`config.mk`:
```
export PLATFORM = sky130hd
export DESIGN_NAME = latch_input_conditioner
export DESIGN_NICKNAME = d
export VERILOG_FILES = /design/src/rtl/latch_input_conditioner.sv
export SDC_FILE = /design/constraint.sdc
export NUM_CORES = 1
export LEC_CHECK = 0
export ABC_AREA = 1
export BUFFER_PORTS_ARGS = -buffer_cell sky130_fd_sc_hd__buf_2
export CAP_MARGIN = 10
export CELL_PAD_IN_SITES_DETAIL_PLACEMENT = 0
export CELL_PAD_IN_SITES_GLOBAL_PLACEMENT = 1
export CORE_AREA = 2 2 251 253
export CTS_CLUSTER_DIAMETER = 30
export DETAILED_ROUTE_END_ITERATION = 7
export DIE_AREA = 0 0 253 255
export PLACE_DENSITY = 0.47
export SLEW_MARGIN = 40
export SYNTH_ARGS = -nofsm -noshare
export SYNTH_HDL_FRONTEND = slang
export SYNTH_SLANG_ARGS = --single-unit
```
`constraint.sdc`:
```
create_clock -name clk -period 7.5 [get_ports clk]
set_input_delay 0.375 -clock clk [delete_from_list [all_inputs] [get_ports clk]]
set_output_delay 0.375 -clock clk [all_outputs]
set_load 0.01 [all_outputs]
```
`src/rtl/latch_input_conditioner.sv`:
```
// latch_input_conditioner
//   Cleans the raw board inputs feeding the D-latch / LED-mux lab block.
//   Every input channel (8 data switches, enable button, select switch) gets a
//   2-flop synchroniser followed by a 4-state debounce FSM. The enable channel
//   additionally produces registered one-cycle rise/fall pulses. A free-running
//   divider provides a slow square wave and a one-cycle tick on its rising edge.
//
// Ports:
//   clk        in   system clock
//   rst        in   asynchronous active-high reset
//   sw_raw     in   [7:0] raw data switches
//   en_raw     in   raw enable button
//   sel_raw    in   raw select switch
//   D          out  [7:0] debounced data switches
//   En         out  debounced enable
//   sel        out  debounced select
//   en_rise    out  one-cycle pulse, cycle after En goes 0->1
//   en_fall    out  one-cycle pulse, cycle after En goes 1->0
//   clk_alert  out  divider bit ALERT_BIT
//   alert_tick out  one-cycle pulse on each 0->1 transition of clk_alert
module latch_input_conditioner #(
  parameter int unsigned DB_CYCLES = 1000000,
  parameter int unsigned CNT_W     = 26,
  parameter int unsigned ALERT_BIT = 23
) (
  input  logic       clk,
  input  logic       rst,
  input  logic [7:0] sw_raw,
  input  logic       en_raw,
  input  logic       sel_raw,
  output logic [7:0] D,
  output logic       En,
  output logic       sel,
  output logic       en_rise,
  output logic       en_fall,
  output logic       clk_alert,
  output logic       alert_tick
);

  localparam int unsigned NumCh = 10;
  localparam int unsigned CntW  = $clog2(DB_CYCLES + 1);
  // Last count value of a qualification window; reaching it commits the change.
  localparam logic [CntW-1:0] CntLast = CntW'(DB_CYCLES - 1);

  typedef enum logic [1:0] {
    StStable0 = 2'd0,
    StWait1   = 2'd1,
    StStable1 = 2'd2,
    StWait0   = 2'd3
  } db_state_e;

  logic [NumCh-1:0] w_raw;
  logic [NumCh-1:0] r_sync1;
  logic [NumCh-1:0] r_sync2;
  logic [NumCh-1:0] w_out;

  assign w_raw = {sel_raw, en_raw, sw_raw};

  // Two-flop synchroniser for all channels.
  always_ff @(posedge clk or posedge rst) begin
    if (rst) begin
      r_sync1 <= '0;
      r_sync2 <= '0;
    end else begin
      r_sync1 <= w_raw;
      r_sync2 <= r_sync1;
    end
  end

  for (genvar i = 0; i < NumCh; i++) begin : g_ch
    db_state_e       r_state;
    db_state_e       w_state_d;
    logic [CntW-1:0] r_cnt;
    logic [CntW-1:0] w_cnt_d;
    logic            r_out;
    logic            w_out_d;

    // State register.
    always_ff @(posedge clk or posedge rst) begin
      if (rst) begin
        r_state <= StStable0;
        r_cnt   <= '0;
        r_out   <= 1'b0;
      end else begin
        r_state <= w_state_d;
        r_cnt   <= w_cnt_d;
        r_out   <= w_out_d;
      end
    end

    // Next-state logic. Any disagreement during a wait state aborts back to the
    // previous stable state with the counter cleared, so no partial credit.
    always_comb begin
      w_state_d = r_state;
      w_cnt_d   = r_cnt;
      unique case (r_state)
        StStable0: begin
          if (r_sync2[i]) begin
            w_state_d = StWait1;
            w_cnt_d   = '0;
          end
        end
        StWait1: begin
          if (!r_sync2[i]) begin
            w_state_d = StStable0;
            w_cnt_d   = '0;
          end else if (r_cnt == CntLast) begin
            w_state_d = StStable1;
            w_cnt_d   = '0;
          end else begin
            w_cnt_d = r_cnt + CntW'(1);
          end
        end
        StStable1: begin
          if (!r_sync2[i]) begin
            w_state_d = StWait0;
            w_cnt_d   = '0;
          end
        end
        StWait0: begin
          if (r_sync2[i]) begin
            w_state_d = StStable1;
            w_cnt_d   = '0;
          end else if (r_cnt == CntLast) begin
            w_state_d = StStable0;
            w_cnt_d   = '0;
          end else begin
            w_cnt_d = r_cnt + CntW'(1);
          end
        end
        default: begin
          w_state_d = StStable0;
          w_cnt_d   = '0;
        end
      endcase
    end

    // Output logic: the debounced value holds its old level through the wait
    // states and is registered alongside the state.
    always_comb begin
      w_out_d = (w_state_d == StStable1) || (w_state_d == StWait0);
    end

    assign w_out[i] = r_out;
  end

  assign D   = w_out[7:0];
  assign En  = w_out[8];
  assign sel = w_out[9];

  // Enable edge pulses, one cycle after En changes.
  logic r_en_prev;
  logic r_en_rise;
  logic r_en_fall;

  always_ff @(posedge clk or posedge rst) begin
    if (rst) begin
      r_en_prev <= 1'b0;
      r_en_rise <= 1'b0;
      r_en_fall <= 1'b0;
    end else begin
      r_en_prev <= w_out[8];
      r_en_rise <= w_out[8] & ~r_en_prev;
      r_en_fall <= ~w_out[8] & r_en_prev;
    end
  end

  assign en_rise = r_en_rise;
  assign en_fall = r_en_fall;

  // Free-running divider.
  logic [CNT_W-1:0] r_div;
  logic [CNT_W-1:0] w_div_d;
  logic             r_alert_tick;

  assign w_div_d = r_div + CNT_W'(1);

  always_ff @(posedge clk or posedge rst) begin
    if (rst) begin
      r_div        <= '0;
      r_alert_tick <= 1'b0;
    end else begin
      r_div        <= w_div_d;
      // With a +1 counter, bit ALERT_BIT rises exactly when the low bits become
      // 1 followed by zeros, so the tick lines up with that counter value.
      r_alert_tick <= w_div_d[ALERT_BIT] & ~r_div[ALERT_BIT];
    end
  end

  assign clk_alert  = r_div[ALERT_BIT];
  assign alert_tick = r_alert_tick;

endmodule

```
==> results of run 1 <==
-- state kept, by name (all words and copies together), names as in the netlist --
register,flops
En,1
g_ch.r_cnt,200
en_rise,1
r_sync1,10
r_sync2,10
en_fall,1
r_div,24
g_ch.r_out,8
sel,1
alert_tick,1
g_ch.r_state,18
r_en_prev,1
-- cell usage after synthesis, types with 2 or more instances --
master    number
nor2_1       310
ha_1          12
inv_2         14
nor2_2        42
nor3_1        41
xnor2_1       23
and2_1         2
nand2_2       33
a21o_1         3
nand3_1      172
o22ai_1        4
o21bai_1      10
xor2_1        85
nand3b_1       5
nand2_1      537
a21oi_1       10
o21ai_0       60
inv_1        244
nor3_4         3
nor2_4        16
o21ai_1        4
nor3_2         5
and3_1         3
buf_6          3
or2_2          2
nand3_2       12
dfrtp_1      276
buf_4         19
nand4_1       54
mux2i_1        6
nor3b_1        4
-- worst paths after layout --
path | end
min | r_sync1[3]$_DFF_PP0_
max in group asynchronous | g_ch[8].r_cnt[16]$_DFFE_PP0P_
max reg2reg | g_ch[1].r_cnt[14]$_DFFE_PP0P_
max | g_ch[1].r_cnt[14]$_DFFE_PP0P_
min reg2reg | r_sync2[7]$_DFF_PP0_
min in group clk | r_sync2[7]$_DFF_PP0_
-- area by class of cell --
type                    instances  area [sq um]
flip-flops and latches        276          6910
clock buffers                 141          2930
repair buffers                 41           318
inverters                     259           977
clock inverters                41           538
well taps                     799          1000
fillers                      6604         42200
multi-input cells            1463          7280
-- layer usage --
layer	share of wire	vias up	routed length (um)
met4	0.029	0	1100
met5	0	-	0
met1	0.49	6022	18800
met3	0.042	88	1590
met2	0.44	183	16600
li1	-	6641	-
-- timing repair --
| action | CTS | global route |
|---|---|---|
| hold buffers | 11 | 0 |
| endpoints found under the hold margin | 40 | 0 |
| resized for setup | 0 | 0 |
-- critical path, delay by kind of cell, from the launching register on --
kind / cells / cell delay, ps
flip-flops: 1 / 400
buffers and inverters: 1 / 170
adder cells (fa/ha/maj): 1 / 190
AND/OR/NAND/NOR: 6 / 920
-- through the flow --
step / instance area [sq um] / power (mW) / hold slack (ps) / worst slack (ps)
2_1_floorplan: 15400 / 1.65 / 331 / 3470
3_3_place_gp: 16300 / 1.70 / 332 / 5540
3_5_place_dp: 16400 / 1.70 / 335 / 5550
4_1_cts: 19900 / 5.97 / 345 / 5670
5_1_grt: 20000 / 6.09 / 299 / 5470
6_report: 20000 / 5.86 / 292 / 5710
-- cells by family (layout without fill, tap and decap cells) --
logic type,Yosys count,in the layout,synth area share
compound gates,94,94,0.0346
xor+xnor,108,108,0.0616
fa+ha+maj,12,12,0.00978
buf+inv,283,482,0.0762
flops,276,276,0.450
mux,6,6,0.00391
simple gates,1243,1243,0.364
-- report_power, final --
part           switching, mW  internal [mW]
registers             0.0203           1.52
clock network           1.11           3.07
logic                  0.105         0.0358
==> qor.yml, run 1 <==
cp.required_ps: 8000
status: "completed"
route.detailed.drc: 0
hpwlAfterDp_um: 25900
clock_path_buffers: 3
antenna_cells: 0
cp-startpoint: "g_ch[1].r_cnt[0]$_DFFE_PP0P_"
synth.avg_cell_area_sq_um: 7.60
clkLatencyLatePin_ps: 610
place_inst: 2826
grt_antenna_before_repair: 0
root_buffer: "clkbuf_16"
via_per_inst: 4.28
leakage_nw: 9.17
clk_pin_slew_ps: 40
fin_util: 0.321
grt_max_degree: 76
globalRoute.busiestLayer: "met2"
drv_cap: 0
antenna_left: 0
port_buffers: 25
finalCritPeriodShare: 0.239
use_met1: 0.162
synth_cells: 2022
cp-end-kind: "register"
yosysSeqAreaShare: 0.450
use_met3: 0.0334
worst_slew_pin_slew_ps: 687
report.final.slew_viol_count: 0
rows: 92
die_h_um: 255
grt_use_met2: 0.191
cts_sinks: 276
min_period_ps: 1790
synth_top_area_frac: 0.450
peakVddDrop_mv: 0.156
async_reset_ff_frac: 1.00
critPathMaxFanout: 5
yosys.area.top_type: "dfrtp_1"
core_region_area_sq_um: 62200
max_freq_mhz: 558
routedWlPerCell_um: 12.6
syn_area_sq_um: 15400
synth_area_leaders: "dfrtp_1 45%, nand2_1 13%, nor2_1 7.6%"
layout_common_cells: "537 x nand2_1, 310 x nor2_1, 276 x dfrtp_1"
clock_skew_ps: 13.9
grt_pass1_vias: 12900
worstSetupPathType: "reg -> reg"
vias: 12900
synth_ff_type: "dfrtp_1"
initial_core_util: 0.247
worstReg2RegStart: "g_ch[1].r_cnt[0]$_DFFE_PP0P_"
syn_nets: 2046
drt-total-wl_um: 38000
hold_path.class: "in -> async"
hold_viol: 0
grt.overflow.total: 0
drive_gt1_frac: 0.148
drt_iter0_drc: 693
globalplace.congestion: 0.734
postCtsSetupBuffers: 0
grt_pass1_wl_um: 64900
stdcell_count: 3020
synth.distinct_cells: 39
grt_use_total: 0.123
dieArea_sq_um: 64500
reg2reg_depth: 8
relSlewSlack: 0.542
syn_to_final_growth_pct: 29.9
worstPathArrival_ps: 2290
slowest_delay_ps: 400
ys_ff_latch: 276
tns_ps: 0
crit_path_start_kind: "register"
ios: 26
reg2reg_slack_ps: 5710
fin_nets: 2164
rsz0062_at_grt: "no"
power.density_nw_per_um2: 294
cts_max_level: 3
cts_made_buffers: 99
cts_tree: "built"
finalSetupViolations: 0
crit_chain: "ha_1, nand3_1, inv_1, nand3_2, nor3b_1, nand2_1, nand2_1, nor2_1"
cp_slowest_cell: "dfrtp_1"
mostFrequentLayoutCell: "nand2_1"
yosysWarnings: 0
path_common_cell: "nand2_1"
synth_edf_count: 0
dr.pass1.iters: 6
die_w_um: 253
Power figures use the tool's default switching activity.
==> run 2, diff against run 1 <==
==> constraint.sdc (replaced) <==
create_clock -name clk -period 1.61 [get_ports clk]
set_input_delay 0.0805 -clock clk [delete_from_list [all_inputs] [get_ports clk]]
set_output_delay 0.0805 -clock clk [all_outputs]
set_load 0.01 [all_outputs]
==> run 2 against run 1 <==
Hold slack got worse by 190 ps. Sequential cell count did not move. Die area unchanged. Sequential share of layout area shrank 2.6 points. Critical path type unchanged. Highest routed layer unchanged.
==> qor.yml, run 2 (synthesis gave the netlist of run 1 again) <==
mostFrequentLayoutCell: "nand2_1"
hold_path.class: "in -> reg"
min_path_cells: 2
status: "completed"
fin_nets: 2333  # +7.8%
cts_max_level: 3  # unchanged
slowest_delay_ps: 370  # -30 ps
max_freq_mhz: 635  # +14%
worst_slew_pin_slew_ps: 453  # -234 ps
placed_area_sq_um: 17500  # +7.3%
grt_antenna_before_repair: 0  # unchanged
root_buffer: "clkbuf_16"
path_common_cell: "nor2_4"
dr.pass1.iters: 4  # -2
reg2reg_to: "g_ch[0].r_cnt[11]$_DFFE_PP0P_"
hold_slack_ps: 99.6  # -193 ps
relSlewSlack: 0.696  # +0.154
crit_chain: "ha_2, nand3_2, nor2_4, nand3_4, nor2_4, nor2_4, nor2_4, buf_4, nor2_4"
via_per_inst: 4.22  # -1.4%
clock_skew_ps: 24.8  # +10.8 ps
grt_use_total: 0.128  # +0.00472
critPathMaxFanout: 4  # -1
crit_path_start_kind: "register"
core_region_area_sq_um: 62200  # unchanged
ios: 26  # unchanged
largest_register_ffs: 200  # unchanged
syn_to_final_growth_pct: 40.8
route.detailed.drc: 0  # unchanged
worstReg2RegStart: "g_ch[0].r_cnt[1]$_DFFE_PP0P_"
place_inst: 2973  # +5.2%
drt-total-wl_um: 39400  # +3.7%
min_period_ps: 1580  # -216 ps
tns_ps: 0  # unchanged
finalCritPeriodShare: 0.978  # +0.740
reg2reg_depth: 9  # +1
stdcell_count: 3191  # +5.7%
layout_common_cells: "527 x nand2_1, 289 x nor2_1, 268 x dfrtp_1"
cts_tree: "built"
report.final.slew_viol_count: 0  # unchanged
clkLatencyLatePin_ps: 630  # +20 ps
grt_pass1_vias: 13800  # +7.1%
cp-end-kind: "register"
dieArea_sq_um: 64500  # unchanged
worstSetupPathType: "reg -> reg"
vias: 13500  # +4.2%
cts_sinks: 276  # unchanged
drive_gt1_frac: 0.245  # +0.0969
leakage_nw: 10.1  # +11%
finalSetupViolations: 0  # unchanged
cp_slowest_cell: "dfrtp_1"
largest_register: "g_ch.r_cnt"
drt_iter0_drc: 555  # -20%
antenna_cells: 0  # unchanged
routedWlPerCell_um: 12.4  # -1.8%
cp.required_ps: 2100  # -5900 ps
clk_pin_slew_ps: 40  # about the same
initial_core_util: 0.247  # unchanged
hpwlAfterDp_um: 27500  # +6.1%
setup_ws_ps: 35.0  # -5670 ps
peakVddDrop_mv: 0.772  # +390%
hp-start: "sw_raw[1]"
fin_area_sq_um: 21600  # +8.4%
rows: 92  # unchanged
grt.overflow.total: 0  # unchanged
crit_family: "simple AND/OR/NAND/NOR gates"
antenna_left: 0  # unchanged
worstPathArrival_ps: 2060  # -230 ps
clock_path_buffers: 3  # unchanged
reg2reg_slack_ps: 30  # -5670 ps
die_w_um: 253  # unchanged
port_buffers: 25  # unchanged
cp_num_buf_inv: 1  # unchanged
pre_cts_ws_ps: -55.4  # -5610 ps
globalplace.congestion: 0.763  # +4.0%
hold_viol: 0  # unchanged
rsz0062_at_grt: "yes"
grt_pass1_wl_um: 67800  # +4.5%
cts_made_buffers: 100  # +1.0%
die_h_um: 255  # unchanged
drv_cap: 0  # unchanged
holdPathEnd: "r_sync1[1]$_DFF_PP0_"
grt_max_degree: 74  # -2.6%
top_regs: "g_ch.r_cnt (200), r_div (24), g_ch.r_state (18)"
power.density_nw_per_um2: 1250  # +320%
[run 2: cell count changes in the layout (fill, tap and decap cells not counted), sizes merged]
cell,delta
buf,+168
clkinv,+20
clkbuf,-16
bufinv,-3
inv,+3
clkinvlp,-1
[run 2: power by group]
part / internal, mW / switching (mW) / total (mW)
Sequential: 7.07 / 0.0653 / 7.13
Combinational: 0.351 / 0.568 / 0.919
Clock: 13.4 / 5.47 / 18.9
[run 2: per-layer routing]
layer	vias to the layer above	wire [um]	track usage
met4	0	1130	0.0519
met1	6210	19100	0.166
met5	-	0	0
met2	178	17700	0.202
met3	92	1460	0.0320
li1	6991	-	-
[run 2: cell type report]
cell class,count,area (sq um)
fill,6516,40500
multi-input combinational,1463,7650
sequential,276,6920
clock buffer,125,2770
timing repair buffer,209,1670
inverter,259,1000
tap,799,1000
clock inverter,60,616
[run 2: worst reg2reg max path, stage by stage (launching register included)]
cell and delay (ps):
dfrtp_1 370, ha_2 200, nand3_2 100, nor2_4 150, nand3_4 100, nor2_4 150, nor2_4 50, nor2_4 170
buf_4 150, nor2_4 30
[run 2: worst max-delay path by stage]
stage                     slack (ps)  cells after the start                         start                             to
final                             30                      9  g_ch[0].r_cnt[1]$_DFFE_PP0P_  g_ch[0].r_cnt[11]$_DFFE_PP0P_
after global routing            -100                      9  g_ch[0].r_cnt[1]$_DFFE_PP0P_   g_ch[0].r_cnt[9]$_DFFE_PP0P_
after CTS                          2                      9  g_ch[6].r_cnt[0]$_DFFE_PP0P_        g_ch[6].r_out$_DFF_PP0_
after detailed placement         -60                      9  g_ch[6].r_cnt[4]$_DFFE_PP0P_  g_ch[6].r_cnt[12]$_DFFE_PP0P_
after global placement           -70                      8  g_ch[2].r_cnt[0]$_DFFE_PP0P_  g_ch[2].r_cnt[17]$_DFFE_PP0P_
after floorplan                -2120                      1                           rst                   En$_DFF_PP0_
[run 2: per-stage QoR]
step                utilization  power (mW)
finish                    0.348        27.0
global route              0.348        28.1
CTS                       0.339        27.5
detailed placement        0.282        8.11
global placement          0.282        8.11
floorplan                     -        7.70
[run 2: repair_timing]
action	in CTS	in global routing
resized for setup	4	122
hold buffers	11	0
setup endpoints to repair	21	167
buffers inserted	0	22
hold endpoints to repair	286	0
pin swaps	0	38
==> run 3, diff against run 2 <==
--- a/config.mk
+++ b/config.mk
@@ -5,16 +5,16 @@
 export SDC_FILE = /design/constraint.sdc
 export NUM_CORES = 1
 export LEC_CHECK = 0
-export ABC_AREA = 1
+export ABC_AREA = 0
 export BUFFER_PORTS_ARGS = -buffer_cell sky130_fd_sc_hd__buf_2
 export CAP_MARGIN = 10
 export CELL_PAD_IN_SITES_DETAIL_PLACEMENT = 0
 export CELL_PAD_IN_SITES_GLOBAL_PLACEMENT = 1
-export CORE_AREA = 2 2 251 253
+export CORE_AREA = 2 2 179 181
 export CTS_CLUSTER_DIAMETER = 30
 export DETAILED_ROUTE_END_ITERATION = 7
-export DIE_AREA = 0 0 253 255
-export PLACE_DENSITY = 0.47
+export DIE_AREA = 0 0 181 183
+export PLACE_DENSITY = 0.74
 export SLEW_MARGIN = 40
 export SYNTH_ARGS = -nofsm -noshare
 export SYNTH_HDL_FRONTEND = slang
==> constraint.sdc (replaced) <==
create_clock -name clk -period 1.25 [get_ports clk]
set_input_delay 0.0625 -clock clk [delete_from_list [all_inputs] [get_ports clk]]
set_output_delay 0.0625 -clock clk [all_outputs]
set_load 0.01 [all_outputs]
==> run 3 against run 2 <==
The run now ends with negative setup slack left. Maximum frequency down 17%. Routed wire length increased by 2.7%. Combinational power up 130%. Register-to-register slack got worse by 680 ps. Hold slack about the same. Sequential power rose by 31%. Sequential share of layout area down 2.6 points. Synthesized cell count down 29%. Largest power group unchanged. Highest routed layer unchanged.
==> qor.yml, run 3 <==
yosys.area.top_type: "dfrtp_1"
tns_ps: -114520  # -114520 ps
worstReg2RegStart: "g_ch[9].r_cnt[11]$_DFFE_PP0P_"
mostFrequentLayoutCell: "buf_4"
cp-end-kind: "register"
switchingPower_mw: 7.02  # +15%
failed_checks: "negative setup slack"
route.detailed.drc: 0  # unchanged
synth.avg_cell_area_sq_um: 9.67  # +27%
worstSetupPathType: "reg -> reg"
finalSetupViolations: 243  # +243
crit_path_start_kind: "register"
clockPowerShare: 0.607  # -0.094
rows: 65  # -29%
setup_ws_ps: -649  # -684 ps
drive_gt1_frac: 0.503  # +0.258
swShare: 0.240  # +0.0135
grt_antenna_before_repair: 0  # unchanged
root_buffer: "clkbuf_16"
status: "finished, violations left"
worst_slew_pin_slew_ps: 474  # +21.1 ps
reg2reg_to: "g_ch[9].r_cnt[17]$_DFFE_PP0P_"
syn_to_final_growth_pct: 69.0
leakage_nw: 10.8  # +6.3%
fin_nets: 2076  # -11%
cts_made_buffers: 70  # -30%
relSlewSlack: 0.684  # -0.0120
drt-total-wl_um: 40500  # +2.7%
grt_pass1_wl_um: 67100  # -1.0%
peakVddDrop_mv: 0.984  # +27%
rsz0062_at_grt: "yes"
cp-startpoint: "g_ch[9].r_cnt[11]$_DFFE_PP0P_"
globalplace.congestion: 0.812  # +6.4%
reg2reg_depth: 7  # -2
cts_sinks: 276  # unchanged
ios: 26  # unchanged
synth_ff_type: "dfrtp_1"
clock_skew_ps: 17.4  # -7.33 ps
antenna_cells: 0  # unchanged
synth.most_common_cell: "dfrtp_1"
seq_power_share: 0.320  # +0.055
drv_cap: 0  # unchanged
synth.distinct_cells: 71  # +82%
synth_cells: 1440  # -29%
ys_ff_latch: 276  # unchanged
finalCritPeriodShare: 1.52  # +0.541
critPathMaxFanout: 8  # +4
dieArea_sq_um: 33100  # -49%
grt_pass1_vias: 14300  # +3.3%
max_freq_mhz: 527  # -17%
worstPathArrival_ps: 2340  # +280 ps
vias: 13700  # +1.7%
endpoint: "g_ch[9].r_cnt[17]$_DFFE_PP0P_"
power.density_nw_per_um2: 1250  # -0.12%
fillers: 2088  # -68%
layout_common_cells: "462 x buf_4, 274 x dfrtp_1, 141 x nand2_1"
async_reset_ff_frac: 1.00  # unchanged
dr.pass1.iters: 5  # +1
pre_cts_ws_ps: -709  # -653 ps
synth_top_area_frac: 0.496  # +0.0465
grt_max_degree: 56  # -24%
synthTopCellsByCount: "276 x dfrtp_1, 165 x nand2_1, 114 x nor2_1"
drt_iter0_drc: 716  # +29%
reg2reg_slack_ps: -650  # -680 ps
grt_use_total: 0.241  # +0.114
yosysSeqAreaShare: 0.496  # +0.0465
cts_max_level: 3  # unchanged
report.final.slew_viol_count: 0  # unchanged
hpwlAfterDp_um: 24100  # -12%
largest_register: "g_ch.r_cnt"
clock_path_buffers: 3  # unchanged
intPower_mw: 22.3  # +6.8%
routedWlPerCell_um: 16.1  # +31%
syn_area_sq_um: 13900  # -9.4%
place_inst: 2282  # -23%
via_per_inst: 5.46  # +29%
clk_pin_slew_ps: 50  # about the same
clkLatencyLatePin_ps: 570  # -60 ps
cts_tree: "built"
min_period_ps: 1900  # +324 ps
core_region_area_sq_um: 31200  # -50%
syn_nets: 1464  # -28%
top_regs: "g_ch.r_cnt (200), r_div (24), g_ch.r_state (18)"
hold_path.class: "in -> async"
initial_core_util: 0.446  # +0.199
yosysWarnings: 0  # unchanged
cp.required_ps: 1690  # -410 ps
synth_edf_count: 0  # unchanged
hold_viol: 0  # unchanged
largest_register_ffs: 200  # unchanged
die_w_um: 181  # -28%
grt.overflow.total: 0  # unchanged
synth_area_leaders: "dfrtp_1 50%, nand2_1 4.4%, a31oi_1 4.0%"
stdcell_count: 2510  # -21%
port_buffers: 25  # unchanged
comb_power_share: 0.073  # +0.039
die_h_um: 183  # -28%
antenna_left: 0  # unchanged
## run 3: metrics by stage
stage | instance area [sq um] | total power [mW] | hold slack [ps] | utilization
after floorplan | 14800 | 10.4 | 93.9 | -
after global placement | 18800 | 11.1 | 122 | 0.601
after detailed placement | 18800 | 11.1 | 126 | 0.601
after CTS | 22700 | 29.4 | 77.9 | 0.728
after global routing | 23500 | 30.2 | 122 | 0.753
final | 23500 | 29.3 | 99.4 | 0.753
## run 3: worst max-delay path, stage by stage (launching register included)
cell	delay [ps]
dfrtp_1	390
or4bb_4	550
nor4_4	220
a21oi_4	160
buf_6	150
buf_8	130
a21oi_2	110
a31oi_1	50
## run 3: worst min path at each step
stage | to | cells after the start | from | slack, ps
6_report | g_ch[8].r_cnt[7]$_DFFE_PP0P_ | 4 | rst | 100
5_1_grt | g_ch[8].r_cnt[4]$_DFFE_PP0P_ | 4 | rst | 120
4_1_cts | g_ch[8].r_cnt[4]$_DFFE_PP0P_ | 4 | rst | 80
3_5_place_dp | g_ch[8].r_cnt[7]$_DFFE_PP0P_ | 3 | rst | 130
3_3_place_gp | g_ch[8].r_cnt[7]$_DFFE_PP0P_ | 3 | rst | 120
2_1_floorplan | r_sync1[0]$_DFF_PP0_ | 0 | sw_raw[0] | 90
## run 3: final cells by class
| cell class | count | area, sq um | share of cell area |
|---|---|---|---|
| clock buffer | 85 | 1930 | 0.0820 |
| tap | 402 | 503 | 0.0214 |
| sequential | 276 | 6910 | 0.294 |
| inverter | 33 | 130 | 0.00553 |
| multi-input combinational | 1080 | 8560 | 0.364 |
| clock inverter | 43 | 450 | 0.0191 |
| timing repair buffer | 591 | 5040 | 0.214 |
## run 3: timing repair
item | 4_1_cts | 5_1_grt
setup buffers | 56 | 38
hold buffers | 11 | 0
endpoints found under the hold margin | 286 | 0
endpoints found under the setup margin | 245 | 246
gates resized for setup | 190 | 137
gates cloned | 13 | 2
pin swaps | 143 | 96
## run 3: logic make-up after synthesis
kind of cell             after synthesis  synth area share
AO/OA/AOI/OAI                        308             0.142
XOR/XNOR                              79            0.0497
adder cells (fa/ha/maj)               12            0.0108
buffers and inverters                 88            0.0289
flip-flops                           276             0.496
multiplexers                          36            0.0280
AND/OR/NAND/NOR                      641             0.244
## run 3: per-layer routing
metal | share of wire | GRT usage | wire length [um] | up-vias
li1 | - | - | - | 6566
met2 | 0.51 | 0.426 | 20600 | 248
met5 | 0 | 0 | 0 | -
met4 | 0.022 | 0.0790 | 895 | 0
met1 | 0.44 | 0.301 | 17700 | 6808
met3 | 0.032 | 0.0435 | 1320 | 81
## run 3: power groups by stage
stage                     logic, mW  registers, mW  clock network, mW
final                          2.14           9.37               17.8
after CTS                      2.00           9.36               18.0
after global placement         1.61           9.46                  0
after floorplan               0.849           9.52                  0
after detailed placement       1.66           9.47                  0
after global routing           2.32           9.39               18.5
